**config.mk**
```make
export PLATFORM = sky130hd
export DESIGN_NAME = vga_timing_gen
export DESIGN_NICKNAME = d
export VERILOG_FILES = /design/src/rtl/vga_timing_gen.sv
export SDC_FILE = /design/constraint.sdc
export NUM_CORES = 1
export LEC_CHECK = 0
export ABC_CLOCK_PERIOD_IN_PS = 2000
export CORE_AREA = 4 4 110 60
export DETAILED_ROUTE_END_ITERATION = 12
export DIE_AREA = 0 0 114 64
export GPL_TIMING_DRIVEN = 0
export PLACE_DENSITY = 0.74
export SYNTH_ARGS = -nofsm -noshare
export SYNTH_HDL_FRONTEND = slang
export SYNTH_SLANG_ARGS = --single-unit
```
**constraint.sdc**
```tcl
create_clock -name vgaclk -period 2 [get_ports vgaclk]
set_clock_uncertainty 0.1 [all_clocks]
set_input_delay 0.4 -clock vgaclk [delete_from_list [all_inputs] [get_ports vgaclk]]
set_output_delay 0.4 -clock vgaclk [all_outputs]
set_load 0.02 [all_outputs]
```
**src/rtl/vga_timing_gen.sv**
```systemverilog
// vga_timing_gen: parametrised VGA raster timing with a pixel-enable,
// fetch coordinates, and a PIPE_LAT-deep aligned sync/DE/RGB delay line.
module vga_timing_gen #(
  parameter int HPIXELS  = 640,
  parameter int HFP      = 16,
  parameter int HSPULSE  = 96,
  parameter int HBP      = 48,
  parameter int VPIXELS  = 480,
  parameter int VFP      = 10,
  parameter int VSPULSE  = 2,
  parameter int VBP      = 33,
  parameter bit HS_POL   = 1'b0,
  parameter bit VS_POL   = 1'b0,
  parameter int PIPE_LAT = 1,
  parameter int IN_RW    = 3,
  parameter int IN_GW    = 3,
  parameter int IN_BW    = 2,
  parameter int OUT_W    = 4,
  parameter int FCW      = 16
) (
  input  logic             vgaclk,
  input  logic             rst,
  input  logic             pix_ce,
  input  logic [IN_RW-1:0] input_red,
  input  logic [IN_GW-1:0] input_green,
  input  logic [IN_BW-1:0] input_blue,
  output logic [9:0]       hc_out,
  output logic [9:0]       vc_out,
  output logic             fetch_active,
  output logic             hsync,
  output logic             vsync,
  output logic             de,
  output logic [OUT_W-1:0] red,
  output logic [OUT_W-1:0] green,
  output logic [OUT_W-1:0] blue,
  output logic             line_start,
  output logic             frame_start,
  output logic [FCW-1:0]   frame_cnt
);

  localparam int HTOTAL = HPIXELS + HFP + HSPULSE + HBP;
  localparam int VTOTAL = VPIXELS + VFP + VSPULSE + VBP;

  localparam logic [10:0] H_ACT  = 11'(HPIXELS);
  localparam logic [10:0] HS_ON  = 11'(HPIXELS + HFP);
  localparam logic [10:0] HS_OFF = 11'(HPIXELS + HFP + HSPULSE);
  localparam logic [10:0] V_ACT  = 11'(VPIXELS);
  localparam logic [10:0] VS_ON  = 11'(VPIXELS + VFP);
  localparam logic [10:0] VS_OFF = 11'(VPIXELS + VFP + VSPULSE);
  localparam logic [9:0]  H_LAST = 10'(HTOTAL - 1);
  localparam logic [9:0]  V_LAST = 10'(VTOTAL - 1);

  if (HTOTAL > 1024 || VTOTAL > 1024) begin : g_bad_total
    $error("vga_timing_gen: HTOTAL/VTOTAL exceed 1024");
  end
  if (PIPE_LAT < 1 || PIPE_LAT > 8) begin : g_bad_lat
    $error("vga_timing_gen: PIPE_LAT outside 1..8");
  end
  if (IN_RW < 1 || IN_RW > OUT_W ||
      IN_GW < 1 || IN_GW > OUT_W ||
      IN_BW < 1 || IN_BW > OUT_W) begin : g_bad_w
    $error("vga_timing_gen: input colour width out of range");
  end

  logic [9:0] hc;
  logic [9:0] vc;
  logic       h_wrap;
  logic       v_wrap;

  assign h_wrap = (hc == H_LAST);
  assign v_wrap = (vc == V_LAST);
  assign hc_out = hc;
  assign vc_out = vc;

  always_ff @(posedge vgaclk) begin
    if (rst) begin
      hc          <= '0;
      vc          <= '0;
      line_start  <= 1'b0;
      frame_start <= 1'b0;
      frame_cnt   <= '0;
    end else begin
      line_start  <= pix_ce & h_wrap;
      frame_start <= pix_ce & h_wrap & v_wrap;
      if (pix_ce) begin
        hc <= h_wrap ? '0 : hc + 10'd1;
        if (h_wrap) begin
          vc <= v_wrap ? '0 : vc + 10'd1;
          if (v_wrap) frame_cnt <= frame_cnt + FCW'(1);
        end
      end
    end
  end

  logic act;
  logic hs_a;
  logic vs_a;

  always_comb begin
    act  = ({1'b0, hc} < H_ACT) && ({1'b0, vc} < V_ACT);
    hs_a = ({1'b0, hc} >= HS_ON) && ({1'b0, hc} < HS_OFF);
    vs_a = ({1'b0, vc} >= VS_ON) && ({1'b0, vc} < VS_OFF);
  end

  assign fetch_active = act;

  // tap[0] is the live stage; tap[k] is k pixel advances old.
  logic [PIPE_LAT-1:0][2:0] dly;
  logic [PIPE_LAT:0][2:0]   tap;

  assign tap = {dly, act, hs_a, vs_a};

  always_ff @(posedge vgaclk) begin
    if (rst) begin
      dly <= '0;
    end else if (pix_ce) begin
      dly <= tap[PIPE_LAT-1:0];
    end
  end

  assign de    = tap[PIPE_LAT][2];
  assign hsync = tap[PIPE_LAT][1] ? HS_POL : ~HS_POL;
  assign vsync = tap[PIPE_LAT][0] ? VS_POL : ~VS_POL;

  logic [OUT_W-1:0] exp_r;
  logic [OUT_W-1:0] exp_g;
  logic [OUT_W-1:0] exp_b;

  // MSB replication: the input pattern repeats down to the LSB.
  for (genvar i = 0; i < OUT_W; i++) begin : g_exp
    assign exp_r[OUT_W-1-i] = input_red[IN_RW-1-(i % IN_RW)];
    assign exp_g[OUT_W-1-i] = input_green[IN_GW-1-(i % IN_GW)];
    assign exp_b[OUT_W-1-i] = input_blue[IN_BW-1-(i % IN_BW)];
  end

  always_ff @(posedge vgaclk) begin
    if (rst) begin
      red   <= '0;
      green <= '0;
      blue  <= '0;
    end else if (pix_ce) begin
      if (tap[PIPE_LAT-1][2]) begin
        red   <= exp_r;
        green <= exp_g;
        blue  <= exp_b;
      end else begin
        red   <= '0;
        green <= '0;
        blue  <= '0;
      end
    end
  end

endmodule
```
==> results of run 1 <==
==> report_power, final <==
group,internal [mW],leakage (nW),total [mW],switching [mW]
logic,0.0728,0.777,0.152,0.0789
registers,0.985,0.404,0.996,0.0109
clock network,0.492,0.0700,0.850,0.358
total,1.55,1.25,2.00,0.448
==> stage by stage <==
step | hold WS [ns] | std cells
3_3_place_gp | 0.351 | 418
2_1_floorplan | 0.345 | 279
6_report | 0.347 | 447
4_1_cts | 0.343 | 440
3_5_place_dp | 0.355 | 418
5_1_grt | 0.367 | 447
==> path summary, 6_finish.rpt <==
check	cells past startpoint	to	slack [ns]
max	9	frame_cnt[12]	-0.04
min	3	hc_out[1]	0.35
max reg2reg	9	frame_cnt[12]	-0.04
min reg2reg	2	green[1]	0.36
==> registers in the layout, indices dropped and copies added, names as in the netlist <==
register	count
red	3
dly	3
blue	2
frame_cnt	16
line_start	1
green	3
frame_start	1
hc_out	10
vc_out	10
==> logic make-up after synthesis <==
family,after synthesis
AND/OR/NAND/NOR,117
multiplexers,2
XOR/XNOR,10
AO/OA/AOI/OAI,61
buffers and inverters,35
adder cells (fa/ha/maj),5
flip-flops,49
==> routing by layer <==
metal / track usage, % / vias to the layer above
li1: - / 1195
met1: 26.9 / 1183
met2: 28.4 / 72
met3: 5.58 / 13
met4: 6.07 / 0
met5: 0 / -
==> repair_timing <==
| item | CTS | global route |
|---|---|---|
| hold buffers | 0 | 0 |
| buffers inserted | 14 | 9 |
| resized for setup | 31 | 41 |
| pin swaps | 12 | 19 |
| cloned | 1 | 0 |
| setup endpoints to repair | 28 | 36 |
==> area by class of cell <==
type | instances | share of cell area, %
tap | 77 | 2.68
timing repair buffer | 86 | 22.7
buffer | 21 | 4.39
multi-input combinational | 195 | 36.8
inverter | 12 | 1.32
sequential | 49 | 28.1
clock buffer | 7 | 3.97
==> placed cells by master, fill, tap and decap left out, types with 2 or more instances in the layout <==
master,instances
nand4_1,13
dfxtp_1,38
and3_1,6
clkdlybuf4s50_1,60
or3_1,8
o21ai_0,9
and4_1,4
or4_4,7
or4_1,8
mux2i_1,2
clkbuf_1,7
o31ai_1,11
inv_1,9
o31ai_2,4
nor3_1,5
nand2_1,20
clkbuf_2,2
buf_4,25
a21oi_2,7
dfxtp_2,5
xor2_1,4
or3b_2,2
nor3_4,2
clkbuf_16,5
clkbuf_8,3
nand3_1,17
ha_1,4
and2_1,4
dfxtp_4,6
xnor2_1,6
a21oi_1,28
nor2_1,15
buf_6,9
==> worst min-delay path, stage by stage <==
cell and delay [ns]:
buf_4 0.15, mux2i_1 0.08, nor2_1 0.07
==> metrics.txt, run 1 <==
run status complete, but fails checks; failing checks negative setup slack; post-synth top area share 41.7%; # rows 20; Detail Route Antenna Nets 0; family with the most delay on the worst path buffers and inverters; Post-Syn Instances 279; Max Freq 491 MHz; vias per cell 5.51; Hold WC Path Type in2reg; final instance area 3590 µm²; critical path startpoint category flip-flop; pre-CTS WS -0.394 ns; critical path fanouts, max 10; core footprint 5760 µm²; Clock Path Buffers 2; Final Core Density 62.3%; mux share of post-synthesis cell area 0.852%; final wirelength 7510 µm; die area 7300 µm²; worst rel slew slack 62.8%; Fillers 514; Crit path top cell by count buf_6; number of global-route vias before repair 2314; Metal-1 WL 3630 µm; Compound-Gate Fraction of Synth Area 14.8%; Tot Pwr 2.00 mW; DR top layer met4; min-delay src pix_ce; Layout area overhead 52.7%; unrepaired setup endpoints after global routing true; final setup vio count 1; top-count cell post-synth dfxtp_1; PortBufs 62; peak supply drop 0.349 mV; combinational family with the most area after synthesis simple AND/OR/NAND/NOR gates; crit-path cells ha_4, and4_1, buf_6, nand4_1, buf_6, buf_6, clkbuf_8, o31ai_1, a21oi_2; placed inst area 3070 µm²; final hold viol count 0; Remaining Overflow, GRT 0; Pre-antenna DRT Iters 4; part of the cycle the worst path needs 102%; layout cells sized above 1 23.0%; post-layout minimum cycle time 2.04 ns; Distinct cells, synth 35; CTS tree built; Met2 Routed Length 3300 µm; Slew @ Worst Pin 0.558 ns; n_diodes 0; final worst slack -0.0375 ns; number of enable flip-flop cells after synthesis 0; post-synthesis async set-or-reset flop share 0%; CP max stage delay 0.36 ns; die width 114 µm; Synth Area in Adders 2.66%; Critical Path RT 2.05 ns; power per cell area 557 nW/µm²; die height 64 µm; Multi-input gate area 1320 µm²; first-pass GRT wire length 11400 µm; Placer Congestion 0.846; Post-Synth Simple-Gate Area 29.3%; DR vias 2463; Synth Area in XOR/XNOR 3.73%; DRC Markers 0; DPL Wire Length 4690 µm; main area contributors after synthesis dfxtp_1 42%, a21oi_1 7.5%, o31ai_1 4.8%, or4_1 4.8%, nand3_1 3.6%; Initial Utilization 40.8%; mapped cell area 2350 µm²; initial DRC count 173; # Max-Cap Violations 0; Root Driver clkbuf_16; initial antenna violation count 0; worst path buffer plus inverter count 4; clock latency at the later pin of the worst-skew pair 0.29 ns; Nets 386; synthesis warning total 0; P_leak 1.25 nW; #FFs+latches synth 49; syn_area_per_cell 8.42 µm²; largest area contributor in the netlist dfxtp_1; Arr. time, crit path 2.09 ns; WL/cell 16.8 µm; flip-flop and latch area 1010 µm²; gr usage total 19.2%; CTS buffer count 5; largest net degree at the start of global routing 14; Setup crit end kind flip-flop; clk slew on worst S/H paths 0.06 ns; R2R Path Start hc_out[1]; synth cell count leaders 49 x dfxtp_1, 35 x a21oi_1, 20 x nand2_1; Final Slew Violations 0; Crit. Startpoint hc_out[1]; routed wl met3 482 µm; CTS H-tree lvls 2; # clock sinks 49; post-synthesis sequential area ratio 41.7%; Synth Flop Type dfxtp_1; crit path max-delay cell type dfxtp_4; total negative slack -0.0375 ns; syn_nets 295; critical path class reg2reg; I/O Pins 65
Power figures use the tool's default switching activity.
==> inputs of run 2 (changes only) <==
Settings changed: GPL_ROUTABILITY_DRIVEN set to 0.
==> results of run 2 <==
No change in the layout: final DEF, timing and power equal those of run 1.
==> inputs of run 3 (changes only) <==
Settings changed: ABC_CLOCK_PERIOD_IN_PS 2000 to unset, CELL_PAD_IN_SITES_DETAIL_PLACEMENT set to 1, CELL_PAD_IN_SITES_GLOBAL_PLACEMENT set to 1, CORE_AREA 4 4 110 60 to 4 4 129 69, DIE_AREA 0 0 114 64 to 0 0 133 73, PLACE_DENSITY 0.74 to unset, PLACE_DENSITY_LB_ADDON set to 0.1.
==> run 3 against run 2 <==
The flow still finishes with violations (negative setup slack). Hold slack better by 0.0091 ns. Sequential power hardly changed. First-iteration DRC count is 4.0% lower. Register-to-register slack better by 0.03 ns. Sequential share of layout area is 0.77 points lower. Cell count is 6.9% higher. Setup slack better by 0.033 ns. Maximum frequency is 1.6% higher. Clock power is 1% lower. Critical path type unchanged. Highest routed layer unchanged.
==> metrics.txt, run 3 (same netlist as run 1, synthesis figures left out) <==
Int Pwr 1.53 mW (was 1.55 mW); pre-CTS WS -0.487 ns (was -0.394 ns); # Max-Cap Violations 0 (unchanged); Max Freq 499 MHz (was 491 MHz); I/O Pins 65 (unchanged); Slew @ Worst Pin 0.645 ns (was 0.558 ns); clk slew on worst S/H paths 0.07 ns (was 0.06 ns); final wirelength 8230 µm (was 7510 µm); Initial Utilization 30.1% (was 40.8%); initial DRC count 166 (was 173); P_leak 1.22 nW (was 1.25 nW); Critical Path RT 2.12 ns (was 2.05 ns); most frequent cells in the layout 61 x clkdlybuf4s50_1, 34 x dfxtp_1, 27 x a21oi_1, 22 x buf_4, 20 x nand2_1 (was 60 x clkdlybuf4s50_1, 38 x dfxtp_1, 28 x a21oi_1, 25 x buf_4, 20 x nand2_1); critical path fanouts, max 9 (was 10); FF-to-FF path depth 6 (was 9); die height 73 µm (was 64 µm); PortBufs 62 (unchanged); part of the cycle the worst path needs 100% (was 102%); Flop pwr share 50.0% (was 49.8%); unrepaired setup endpoints after global routing true (unchanged); hold depth 3 (unchanged); power per cell area 539 nW/µm² (was 557 nW/µm²); peak supply drop 0.284 mV (was 0.349 mV); gr usage total 16.7% (was 19.2%); max reg flops 16 (unchanged); n_diodes 0 (unchanged); DPL Wire Length 5720 µm (was 4690 µm); Arr. time, crit path 2.12 ns (was 2.09 ns); run status complete, but fails checks (unchanged); layout cells sized above 1 24.9% (was 23.0%); Pre-antenna DRT Iters 4 (unchanged); Comb pwr share 7.9% (was 7.6%); Clock Path Buffers 2 (unchanged); Top reg by flops frame_cnt (unchanged); failing checks negative setup slack (unchanged); first-pass GRT wire length 13000 µm (was 11400 µm); post-layout minimum cycle time 2.00 ns (was 2.04 ns); worst rel slew slack 57.0% (was 62.8%); total negative slack -0.00495 ns (was -0.0375 ns); crit-path cells nor4b_4, buf_4, nand4_4, buf_6, or4_1, a21oi_1 (was ha_4, and4_1, buf_6, nand4_1, buf_6, buf_6, clkbuf_8, o31ai_1, a21oi_2); CTS H-tree lvls 2 (unchanged); Psw 0.468 mW (was 0.448 mW); # rows 23 (was 20); Setup crit end kind flip-flop (unchanged); die width 133 µm (was 114 µm); vias per cell 5.13 (was 5.51); initial antenna violation count 0 (unchanged); clock latency at the later pin of the worst-skew pair 0.29 ns (about the same); CTS buffer count 5 (unchanged); core footprint 7800 µm² (was 5760 µm²); final setup vio count 1 (unchanged); die area 9710 µm² (was 7300 µm²); Root Driver clkbuf_16 (unchanged); Nets 381 (was 386); DR vias 2450 (was 2463); critical path class reg2reg (unchanged); WL/cell 17.2 µm (was 16.8 µm); Remaining Overflow, GRT 0 (unchanged); crit path max-delay cell type or4_1 (was dfxtp_4); Sw Ratio 23.5% (was 22.4%); Detail Route Antenna Nets 0 (unchanged); # clock sinks 49 (unchanged); final instance area 3700 µm² (was 3590 µm²); placed inst area 3120 µm² (was 3070 µm²); DRC Markers 0 (unchanged); number of global-route vias before repair 2418 (was 2314); CP max stage delay 0.47 ns (was 0.36 ns); Final Core Density 47.4% (was 62.3%); internal reg-to-reg setup slack -0.005 ns (was -0.04 ns); final hold viol count 0 (unchanged); hold path endpoint hc_out[1] (unchanged); Worst R2R End frame_cnt[13] (was frame_cnt[12]); Clock power frac 42.1% (was 42.6%); Layout area overhead 57.4% (was 52.7%); min-delay src pix_ce (unchanged); largest net degree at the start of global routing 15 (was 14); Hold WC Path Type in2reg (unchanged); critical path startpoint category flip-flop (unchanged); R2R Path Start hc_out[5] (was hc_out[1]); Final Slew Violations 0 (unchanged); final worst slack -0.00495 ns (was -0.0375 ns); commonest non-fill, non-tap cell in the layout clkdlybuf4s50_1 (unchanged); CTS tree built (unchanged)
## run 3: cell count changes in the layout (fill, tap and decap cells not counted), moves of 2 or more
| cell | previous run | this run |
|---|---|---|
| o31ai_1 | 11 | 8 |
| clkbuf_8 | 3 | 0 |
| buf_8 | 0 | 2 |
| or4_4 | 7 | 5 |
| o31ai_2 | 4 | 2 |
| o21ai_1 | 0 | 3 |
| dfxtp_1 | 38 | 34 |
| o31ai_4 | 0 | 5 |
| or4_1 | 8 | 10 |
| o21ai_0 | 9 | 6 |
| buf_4 | 25 | 22 |
| dfxtp_2 | 5 | 10 |
## run 3: area by class of cell
type                       count  area, µm²
multi-input combinational    195       1410
clock inverter                 1       7.51
tap                          112        140
timing repair buffer          82        796
fill                         894       4100
sequential                    49       1010
buffer                        20        153
clock buffer                   7        133
inverter                      12       47.5
## run 3: how the worst max path moves through the flow
stage,slack [ns],to,from
after global placement,-0.50,fetch_active,vc_out[6]
after floorplan,0.0003,frame_cnt[13],vc_out[0]
after detailed placement,-0.49,fetch_active,vc_out[6]
final,-0.005,frame_cnt[13],hc_out[5]
after CTS,0.002,frame_cnt[14],hc_out[0]
after global routing,-0.06,frame_cnt[12],hc_out[1]
## run 3: worst max-delay path: cells and delay by family (launching register included)
kind	cells	cell delay, ns
AND/OR/NAND/NOR	3	0.95
flip-flops	1	0.39
buffers and inverters	2	0.36
AO/OA/AOI/OAI	1	0.14
## run 3: stage by stage
| stage | cells | hold WS, ns | power [mW] |
|---|---|---|---|
| 2_1_floorplan | 279 | 0.345 | 1.10 |
| 3_3_place_gp | 453 | 0.352 | 1.17 |
| 3_5_place_dp | 453 | 0.360 | 1.17 |
| 4_1_cts | 475 | 0.357 | 2.01 |
| 5_1_grt | 478 | 0.372 | 2.07 |
| 6_report | 478 | 0.356 | 1.99 |
## run 3: power groups by stage
stage               clock (mW)  combinational [mW]  sequential, mW
floorplan                    0              0.0557            1.04
global placement             0               0.140            1.03
detailed placement           0               0.143            1.03
CTS                      0.861               0.155           0.999
global route             0.898               0.169           0.999
finish                   0.839               0.158           0.997
## run 3: metal layers
layer | part of all wire, % | vias up | global-route usage [%]
met5 | 0 | - | 0
met4 | 0.44 | 0 | 2.42
met3 | 4.8 | 4 | 4.13
met2 | 42 | 60 | 25.3
met1 | 53 | 1193 | 24.4
li1 | - | 1193 | -
## run 3: timing repair
action,in CTS,in global routing
setup endpoints to repair,30,36
setup buffers,14,5
gates resized for setup,40,54
pin swaps,24,16
hold buffers,0,0
gates cloned,1,0
